--- config.mk ---
export PLATFORM = sky130hd
export DESIGN_NAME = mac_pe_bank
export DESIGN_NICKNAME = d
export VERILOG_FILES = /design/src/rtl/mac_pkg.sv /design/src/rtl/mac_sat_add.sv /design/src/rtl/mac_pe_bank.sv
export SDC_FILE = /design/constraint.sdc
export NUM_CORES = 1
export LEC_CHECK = 0
export ABC_AREA = 0
export BUFFER_PORTS_ARGS = -buffer_cell sky130_fd_sc_hd__buf_4
export CAP_MARGIN = 20
export CORE_UTILIZATION = 46
export DETAILED_ROUTE_END_ITERATION = 16
export GPL_TIMING_DRIVEN = 0
export HOLD_SLACK_MARGIN = 0.15
export PLACE_DENSITY = 0.74
export SLEW_MARGIN = 10
export SYNTH_ARGS = -nofsm -noshare
export SYNTH_HDL_FRONTEND = slang
export SYNTH_SLANG_ARGS = --single-unit
--- constraint.sdc ---
create_clock -name clk -period 8 [get_ports clk]
set_input_delay 0.4 -clock clk [delete_from_list [all_inputs] [get_ports clk]]
set_output_delay 0.4 -clock clk [all_outputs]
set_load 0.05 [all_outputs]
--- src/rtl/mac_pkg.sv ---
// Shared types and helpers for the MAC processing-element family.
// The clamp and lane-priority helpers are written width-agnostic so sibling PEs can reuse them.
package mac_pkg;

  typedef enum logic [1:0] {
    IDLE  = 2'd0,
    FLUSH = 2'd1,
    DRAIN = 2'd2
  } mac_drain_state_t;

  localparam int SAT_MAX_W  = 64;
  localparam int PRI_MAX_CH = 32;

  // Operands arrive sign-extended to SAT_MAX_W; result is clamped or wrapped to a width-bit signed range.
  function automatic logic signed [SAT_MAX_W-1:0] sat_add(
    input logic signed [SAT_MAX_W-1:0] a,
    input logic signed [SAT_MAX_W-1:0] b,
    input logic                        sat_en,
    input int unsigned                 width
  );
    logic signed [SAT_MAX_W-1:0] sum;
    logic signed [SAT_MAX_W-1:0] max_v;
    logic signed [SAT_MAX_W-1:0] min_v;
    sum   = a + b;
    max_v = (64'sd1 <<< (width - 1)) - 64'sd1;
    min_v = -max_v - 64'sd1;
    if (sat_en) begin
      if (sum > max_v)      sum = max_v;
      else if (sum < min_v) sum = min_v;
    end else begin
      sum = (sum <<< (SAT_MAX_W - width)) >>> (SAT_MAX_W - width);
    end
    return sum;
  endfunction

  // Lowest set bit wins; returns 0 when nothing is set.
  function automatic int pri_lowest(input logic [PRI_MAX_CH-1:0] v);
    int idx;
    idx = 0;
    for (int i = PRI_MAX_CH - 1; i >= 0; i--) begin
      if (v[i]) idx = i;
    end
    return idx;
  endfunction

endpackage

--- src/rtl/mac_sat_add.sv ---
// Stage-2 accumulate: adds a signed product into a signed accumulator with optional clamp.
// Kept as its own module so the adder/clamp can be exercised in isolation.
module mac_sat_add
  import mac_pkg::*;
#(
  parameter int ACC_W  = 24,
  parameter int PROD_W = 16
) (
  input  logic signed [ACC_W-1:0]  acc,
  input  logic signed [PROD_W-1:0] prod,
  input  logic                     sat_en,
  output logic signed [ACC_W-1:0]  sum
);

  logic signed [SAT_MAX_W-1:0] acc_x;
  logic signed [SAT_MAX_W-1:0] prod_x;
  logic signed [SAT_MAX_W-1:0] sum_x;
  logic                        sum_unused;

  assign acc_x      = {{(SAT_MAX_W-ACC_W){acc[ACC_W-1]}}, acc};
  assign prod_x     = {{(SAT_MAX_W-PROD_W){prod[PROD_W-1]}}, prod};
  assign sum_x      = sat_add(acc_x, prod_x, sat_en, ACC_W);
  assign sum        = sum_x[ACC_W-1:0];
  // Upper bits are only a sign extension of the truncated result.
  assign sum_unused = ^sum_x[SAT_MAX_W-1:ACC_W];

endmodule

--- src/rtl/mac_pe_bank.sv ---
// Systolic MAC grid node: priority lane select, registered product, banked saturating accumulators
// and a handshaked drain engine that streams every accumulator out after a tile.
//
//   state | meaning
//   IDLE  | accepting MAC ops, drain engine parked
//   FLUSH | drain requested, waiting for the in-flight stage-1 op to land
//   DRAIN | presenting acc[cnt] on drain_data until every bank entry is accepted
module mac_pe_bank
  import mac_pkg::*;
#(
  parameter int W            = 8,
  parameter int ACC_W        = 24,
  parameter int NUM_CH       = 3,
  parameter int NUM_ACC      = 8,
  parameter int CLR_ON_DRAIN = 1
) (
  input  logic                       clk,
  input  logic                       rst,
  input  logic [NUM_CH-1:0]          valid_ctrl,
  input  logic [NUM_CH*W-1:0]        a_in,
  input  logic signed [W-1:0]        weight,
  input  logic                       weight_valid_in,
  input  logic [$clog2(NUM_ACC)-1:0] acc_sel,
  input  logic                       sat_en,
  input  logic                       clear,
  input  logic                       drain_start,
  input  logic                       drain_ready,
  output logic [NUM_CH*W-1:0]        a_out,
  output logic signed [ACC_W-1:0]    acc_out,
  output logic                       valid_out,
  output logic signed [ACC_W-1:0]    drain_data,
  output logic [$clog2(NUM_ACC)-1:0] drain_idx,
  output logic                       drain_valid,
  output logic                       busy
);

  localparam int               SEL_W    = $clog2(NUM_ACC);
  localparam int               PROD_W   = 2 * W;
  localparam logic [SEL_W-1:0] LAST_IDX = SEL_W'(NUM_ACC - 1);

  logic signed [ACC_W-1:0]  acc_q [NUM_ACC];
  logic signed [PROD_W-1:0] prod1;
  logic [SEL_W-1:0]         sel1;
  logic                     sat1;
  logic                     v1;
  mac_drain_state_t         state;
  logic [SEL_W-1:0]         cnt;

  logic                     do_mac;
  int                       lane_idx;
  logic signed [W-1:0]      lane_a;
  logic signed [W-1:0]      w_eff;
  logic signed [PROD_W-1:0] prod_c;
  logic signed [ACC_W-1:0]  sum2;
  logic                     drain_fire;

  always_comb begin
    lane_idx = pri_lowest(PRI_MAX_CH'(valid_ctrl));
    lane_a   = '0;
    for (int k = 0; k < NUM_CH; k++) begin
      if (lane_idx == k) lane_a = a_in[k*W +: W];
    end
    w_eff  = weight_valid_in ? weight : '0;
    prod_c = PROD_W'(lane_a) * PROD_W'(w_eff);
    do_mac = (|valid_ctrl) && !busy && !clear;
  end

  always_ff @(posedge clk or posedge rst) begin
    if (rst) begin
      a_out <= '0;
      prod1 <= '0;
      sel1  <= '0;
      sat1  <= 1'b0;
      v1    <= 1'b0;
    end else begin
      a_out <= a_in;
      v1    <= do_mac;
      if (do_mac) begin
        prod1 <= prod_c;
        sel1  <= acc_sel;
        sat1  <= sat_en;
      end
    end
  end

  mac_sat_add #(
    .ACC_W (ACC_W),
    .PROD_W(PROD_W)
  ) u_sat_add (
    .acc   (acc_q[sel1]),
    .prod  (prod1),
    .sat_en(sat1),
    .sum   (sum2)
  );

  assign drain_fire = drain_valid && drain_ready;

  // Stage 2 and drain-clear never coincide: drain only runs after FLUSH has seen v1 low.
  always_ff @(posedge clk or posedge rst) begin
    if (rst) begin
      for (int i = 0; i < NUM_ACC; i++) acc_q[i] <= '0;
      acc_out   <= '0;
      valid_out <= 1'b0;
    end else if (clear) begin
      for (int i = 0; i < NUM_ACC; i++) acc_q[i] <= '0;
      acc_out   <= '0;
      valid_out <= 1'b0;
    end else begin
      valid_out <= v1;
      if (v1) begin
        acc_q[sel1] <= sum2;
        acc_out     <= sum2;
      end
      if ((CLR_ON_DRAIN != 0) && drain_fire) acc_q[cnt] <= '0;
    end
  end

  always_ff @(posedge clk or posedge rst) begin
    if (rst) begin
      state       <= IDLE;
      cnt         <= '0;
      drain_valid <= 1'b0;
      busy        <= 1'b0;
    end else if (clear) begin
      state       <= IDLE;
      cnt         <= '0;
      drain_valid <= 1'b0;
      busy        <= 1'b0;
    end else begin
      case (state)
        IDLE: begin
          if (drain_start) begin
            state <= FLUSH;
            busy  <= 1'b1;
          end
        end
        FLUSH: begin
          if (!v1) begin
            state       <= DRAIN;
            drain_valid <= 1'b1;
            cnt         <= '0;
          end
        end
        DRAIN: begin
          if (drain_fire) begin
            if (cnt == LAST_IDX) begin
              state       <= IDLE;
              drain_valid <= 1'b0;
              busy        <= 1'b0;
              cnt         <= '0;
            end else begin
              cnt <= cnt + SEL_W'(1);
            end
          end
        end
        default: begin
          state       <= IDLE;
          drain_valid <= 1'b0;
          busy        <= 1'b0;
          cnt         <= '0;
        end
      endcase
    end
  end

  assign drain_idx  = cnt;
  assign drain_data = acc_q[cnt];

endmodule

==> flow_metrics.env <==
export IMPL_outcome="finished, final reports clean"
export IMPL_cts_hold_buf=29
export IMPL_post_cts_resized=0
export IMPL_critPathLaunchType="register"
export IMPL_slew_headroom=0.230
export IMPL_cts_root_buf="clkbuf_16"
export IMPL_wl_mm=58.5
export IMPL_cts_tree="yes"
export IMPL_hold_viol=0
export IMPL_end_kind="register"
export IMPL_clkLatencyLatePin_ns=0.58
export IMPL_fmaxAchievable_mhz=156
export IMPL_clock_sinks=269
export IMPL_hold_end="busy"
export IMPL_drv_slew=0
export IMPL_synth_cell_types=67
export IMPL_crit_type="register to register"
export IMPL_switching_power_uw=1930
export IMPL_grt_ovfl_total=0
export IMPL_hold_class="input pin to register"
export IMPL_nFillCells=3047
export IMPL_async_flop_share=1.00
export IMPL_syn_inst=1683
export IMPL_final_setup_tns_ns=0
export IMPL_leakagePower_uw=0.00880
export IMPL_diodes=0
export IMPL_synth_flop_cell="dfrtp_1"
export IMPL_holdPathStages=4
export IMPL_first_pass_iters=6
export IMPL_rsz0062_at_grt="false"
export IMPL_tightest_slew_ns=1.15
export IMPL_swShare=0.402
export IMPL_seqPwrFrac=0.326
export IMPL_drv_cap=0
export IMPL_regToRegSetupSlack_ns=1.59
export IMPL_worstPathMaxFanout=10
export IMPL_grt_max_degree=118
export IMPL_totalPowerFinal_uw=4800
export IMPL_yosysSeqAreaShare=0.406
export IMPL_synth_area_um2=16600
export IMPL_place_ws_ns=1.82
export IMPL_worstPathArrival_ns=6.82
export IMPL_ioPinCount=123
export IMPL_grtUsageTotal=0.322
export IMPL_final_layout_size_suffix_gt1_frac=0.170
export IMPL_gp_congestion=0.979
export IMPL_drc=0
export IMPL_vdd_drop_max_mv=0.174
export IMPL_die_x_um=192
export IMPL_reg2regPathDepth=18
export IMPL_die_h_um=192
export IMPL_rows=69
export IMPL_timing_final_crit_share=0.802
export IMPL_fin_hold_ws_ns=0.241
export IMPL_wl_per_cell_um=24.8
export IMPL_synth_edff_count=0
export IMPL_start_util=0.467
export IMPL_cts_buffers_inserted=30
export IMPL_skew_ns=0.0166
export IMPL_post_cts_setup_buffers=0
export IMPL_final_net_count=2027
export IMPL_r2r_start="sel1[2]"
export IMPL_synth_area_per_cell_um2=9.85
export IMPL_worstReg2RegEnd="acc_q[128]"
export IMPL_routed_via_count=15400
export IMPL_synth_seq_cells=269
export IMPL_drtAntennaViolNets=0
export IMPL_power_share_clock=0.302
export IMPL_hold_start="drain_ready"
export IMPL_yosys_warnings=0
export IMPL_dr_first_iter_drc_count=2220
export IMPL_area_growth_pct=17.8
export IMPL_clockBufferDepth=3
export IMPL_grt_pass1_vias=15300
export IMPL_htree_levels=1
export IMPL_min_period_ns=6.41
export IMPL_antenna_found_initial=0
export IMPL_syn_nets=1839
export IMPL_pwr_share_comb=0.372
export IMPL_core_um2=35500
export IMPL_critical_path_required_ns=8.41
export IMPL_layout_setup_ws_ns=1.59
export IMPL_grt_pass1_wl_mm=89.2
export IMPL_io_buffer_count=121
export IMPL_dpl_hpwl_mm=40.5
export IMPL_p_per_area_nw_per_um2=246
export IMPL_clkTransAtPathRegs_ns=0.06
export IMPL_dieArea_um2=36800
export IMPL_internal_power_uw=2870
export IMPL_viasPerCell=6.52
export IMPL_setup_violations_final=0
## layer usage
layer | wire (µm) | track usage | part of all wire | up-vias
li1 | - | - | - | 6492
met1 | 22900 | 0.432 | 0.39 | 7479
met2 | 25200 | 0.485 | 0.43 | 1111
met3 | 6850 | 0.0793 | 0.12 | 269
met4 | 3540 | 0.160 | 0.061 | 0
met5 | 0 | 0 | 0 | -
## power groups by stage
stage	combinational [µW]	clock, µW	sequential (µW)
4_1_cts	1740	1450	1560
6_report	1780	1450	1570
2_1_floorplan	1090	0	1640
3_3_place_gp	1690	0	1580
5_1_grt	1910	1490	1580
3_5_place_dp	1720	0	1580
## through the flow
step | utilization | cell area, µm² | std cells
2_1_floorplan | - | 16600 | 1683
3_3_place_gp | 0.509 | 18100 | 2265
4_1_cts | 0.549 | 19500 | 2353
3_5_place_dp | 0.511 | 18100 | 2268
5_1_grt | 0.550 | 19500 | 2356
6_report | 0.550 | 19500 | 2356
## layout make-up
class / instances / area [µm²] / share of cell area
Multi-Input combinational cell: 1200 / 9030 / 0.463
Buffer: 128 / 504 / 0.0258
Timing Repair Buffer: 156 / 1300 / 0.0664
Clock buffer: 45 / 928 / 0.0476
Tap cell: 461 / 577 / 0.0296
Sequential cell: 269 / 6730 / 0.345
Inverter: 86 / 330 / 0.0169
Clock inverter: 11 / 115 / 0.00590
## synthesized netlist by cell type (all sizes together) (4+ instances only)
| master | instances | share of area |
|---|---|---|
| mux2 | 25 | 0.017 |
| nand3 | 24 | 0.0072 |
| xor2 | 11 | 0.0058 |
| buf | 21 | 0.0062 |
| xnor2 | 18 | 0.0095 |
| nor3b | 6 | 0.0027 |
| and3 | 10 | 0.0038 |
| mux4 | 48 | 0.065 |
| and2 | 16 | 0.0060 |
| nand2b | 13 | 0.0049 |
| clkbuf | 107 | 0.024 |
| a31oi | 6 | 0.0026 |
| o311a | 8 | 0.0048 |
| inv | 86 | 0.019 |
| mux2i | 4 | 0.0024 |
| o31ai | 8 | 0.0045 |
| a22oi | 103 | 0.047 |
| nor3 | 15 | 0.0048 |
| a21oi | 236 | 0.076 |
| nand2 | 89 | 0.020 |
| or2 | 15 | 0.0057 |
| o211ai | 4 | 0.0018 |
| o21ai | 219 | 0.066 |
| nand4 | 28 | 0.011 |
| a21o | 11 | 0.0050 |
| ha | 55 | 0.042 |
| nor2b | 8 | 0.0030 |
| fa | 56 | 0.068 |
| nor2 | 99 | 0.022 |
| a211oi | 27 | 0.017 |
| o21a | 6 | 0.0027 |
| dfrtp | 269 | 0.41 |
## critical path: stages, from the launching register on
cell	delay, ns
dfrtp_1	0.32
clkbuf_1	0.34
and3b_1	0.23
clkbuf_1	0.34
clkbuf_1	0.54
a22oi_1	0.35
nand4_1	0.23
ha_1	0.32
fa_1	0.48
a211oi_1	0.32
o211ai_1	0.24
a31o_2	0.30
a31oi_1	0.21
o21a_1	0.14
clkbuf_1	0.55
o21ai_2	0.24
buf_4	0.26
a21oi_2	0.64
a21oi_1	0.17
## worst max path at each step
stage / start / end / slack, ns / depth (start not counted)
after floorplan: rst / a_out[0] / 0.19 / 1
after global placement: rst / acc_out[21] / -2.75 / 2
after detailed placement: sel1[0] / acc_q[15] / 1.82 / 15
after CTS: sel1[0] / acc_out[15] / 1.77 / 15
after global routing: sel1[2] / acc_q[15] / 1.37 / 15
final: sel1[2] / acc_q[128] / 1.59 / 18
## cell usage in the layout, fill, tap and decap left out, drive strengths merged, types with 4 or more instances in the layout
cell | Yosys | layout
clkbuf | 107 | 153
mux4 | 48 | 48
dlygate4sd3 | 0 | 29
nor3 | 15 | 15
a31oi | 6 | 6
nand2b | 13 | 13
o211ai | 4 | 4
nand2 | 89 | 89
mux2i | 4 | 4
and2 | 16 | 16
ha | 55 | 55
nor2b | 8 | 8
mux2 | 25 | 25
inv | 86 | 87
xor2 | 11 | 11
nand3 | 24 | 24
nand4 | 28 | 28
nor3b | 6 | 6
o311a | 8 | 8
clkinv | 0 | 7
o21a | 6 | 6
o21ai | 219 | 219
and3 | 10 | 10
buf | 21 | 147
a22oi | 103 | 103
a21o | 11 | 11
xnor2 | 18 | 18
a21oi | 236 | 236
fa | 56 | 56
dfrtp | 269 | 269
or2 | 15 | 15
nor2 | 99 | 99
a211oi | 27 | 27
o31ai | 8 | 8
## flip-flops by register name, indices dropped and copies added, names as in the netlist, 2 cells and up
signal,cells
acc_q,192
a_out,24
acc_out,24
prod1,16
drain_idx,3
sel1,3
state,2
## cells by family (layout without fill, tap and decap cells)
group           Yosys count  after routing  synth area share
flops                   269            269             0.406
compound gates          650            650             0.239
buf+inv                 214            426            0.0499
simple gates            333            333            0.0958
fa+ha+maj               111            111             0.109
mux                      77             77            0.0846
xor+xnor                 29             29            0.0153
No activity file was read; power rests on OpenSTA's default activity.
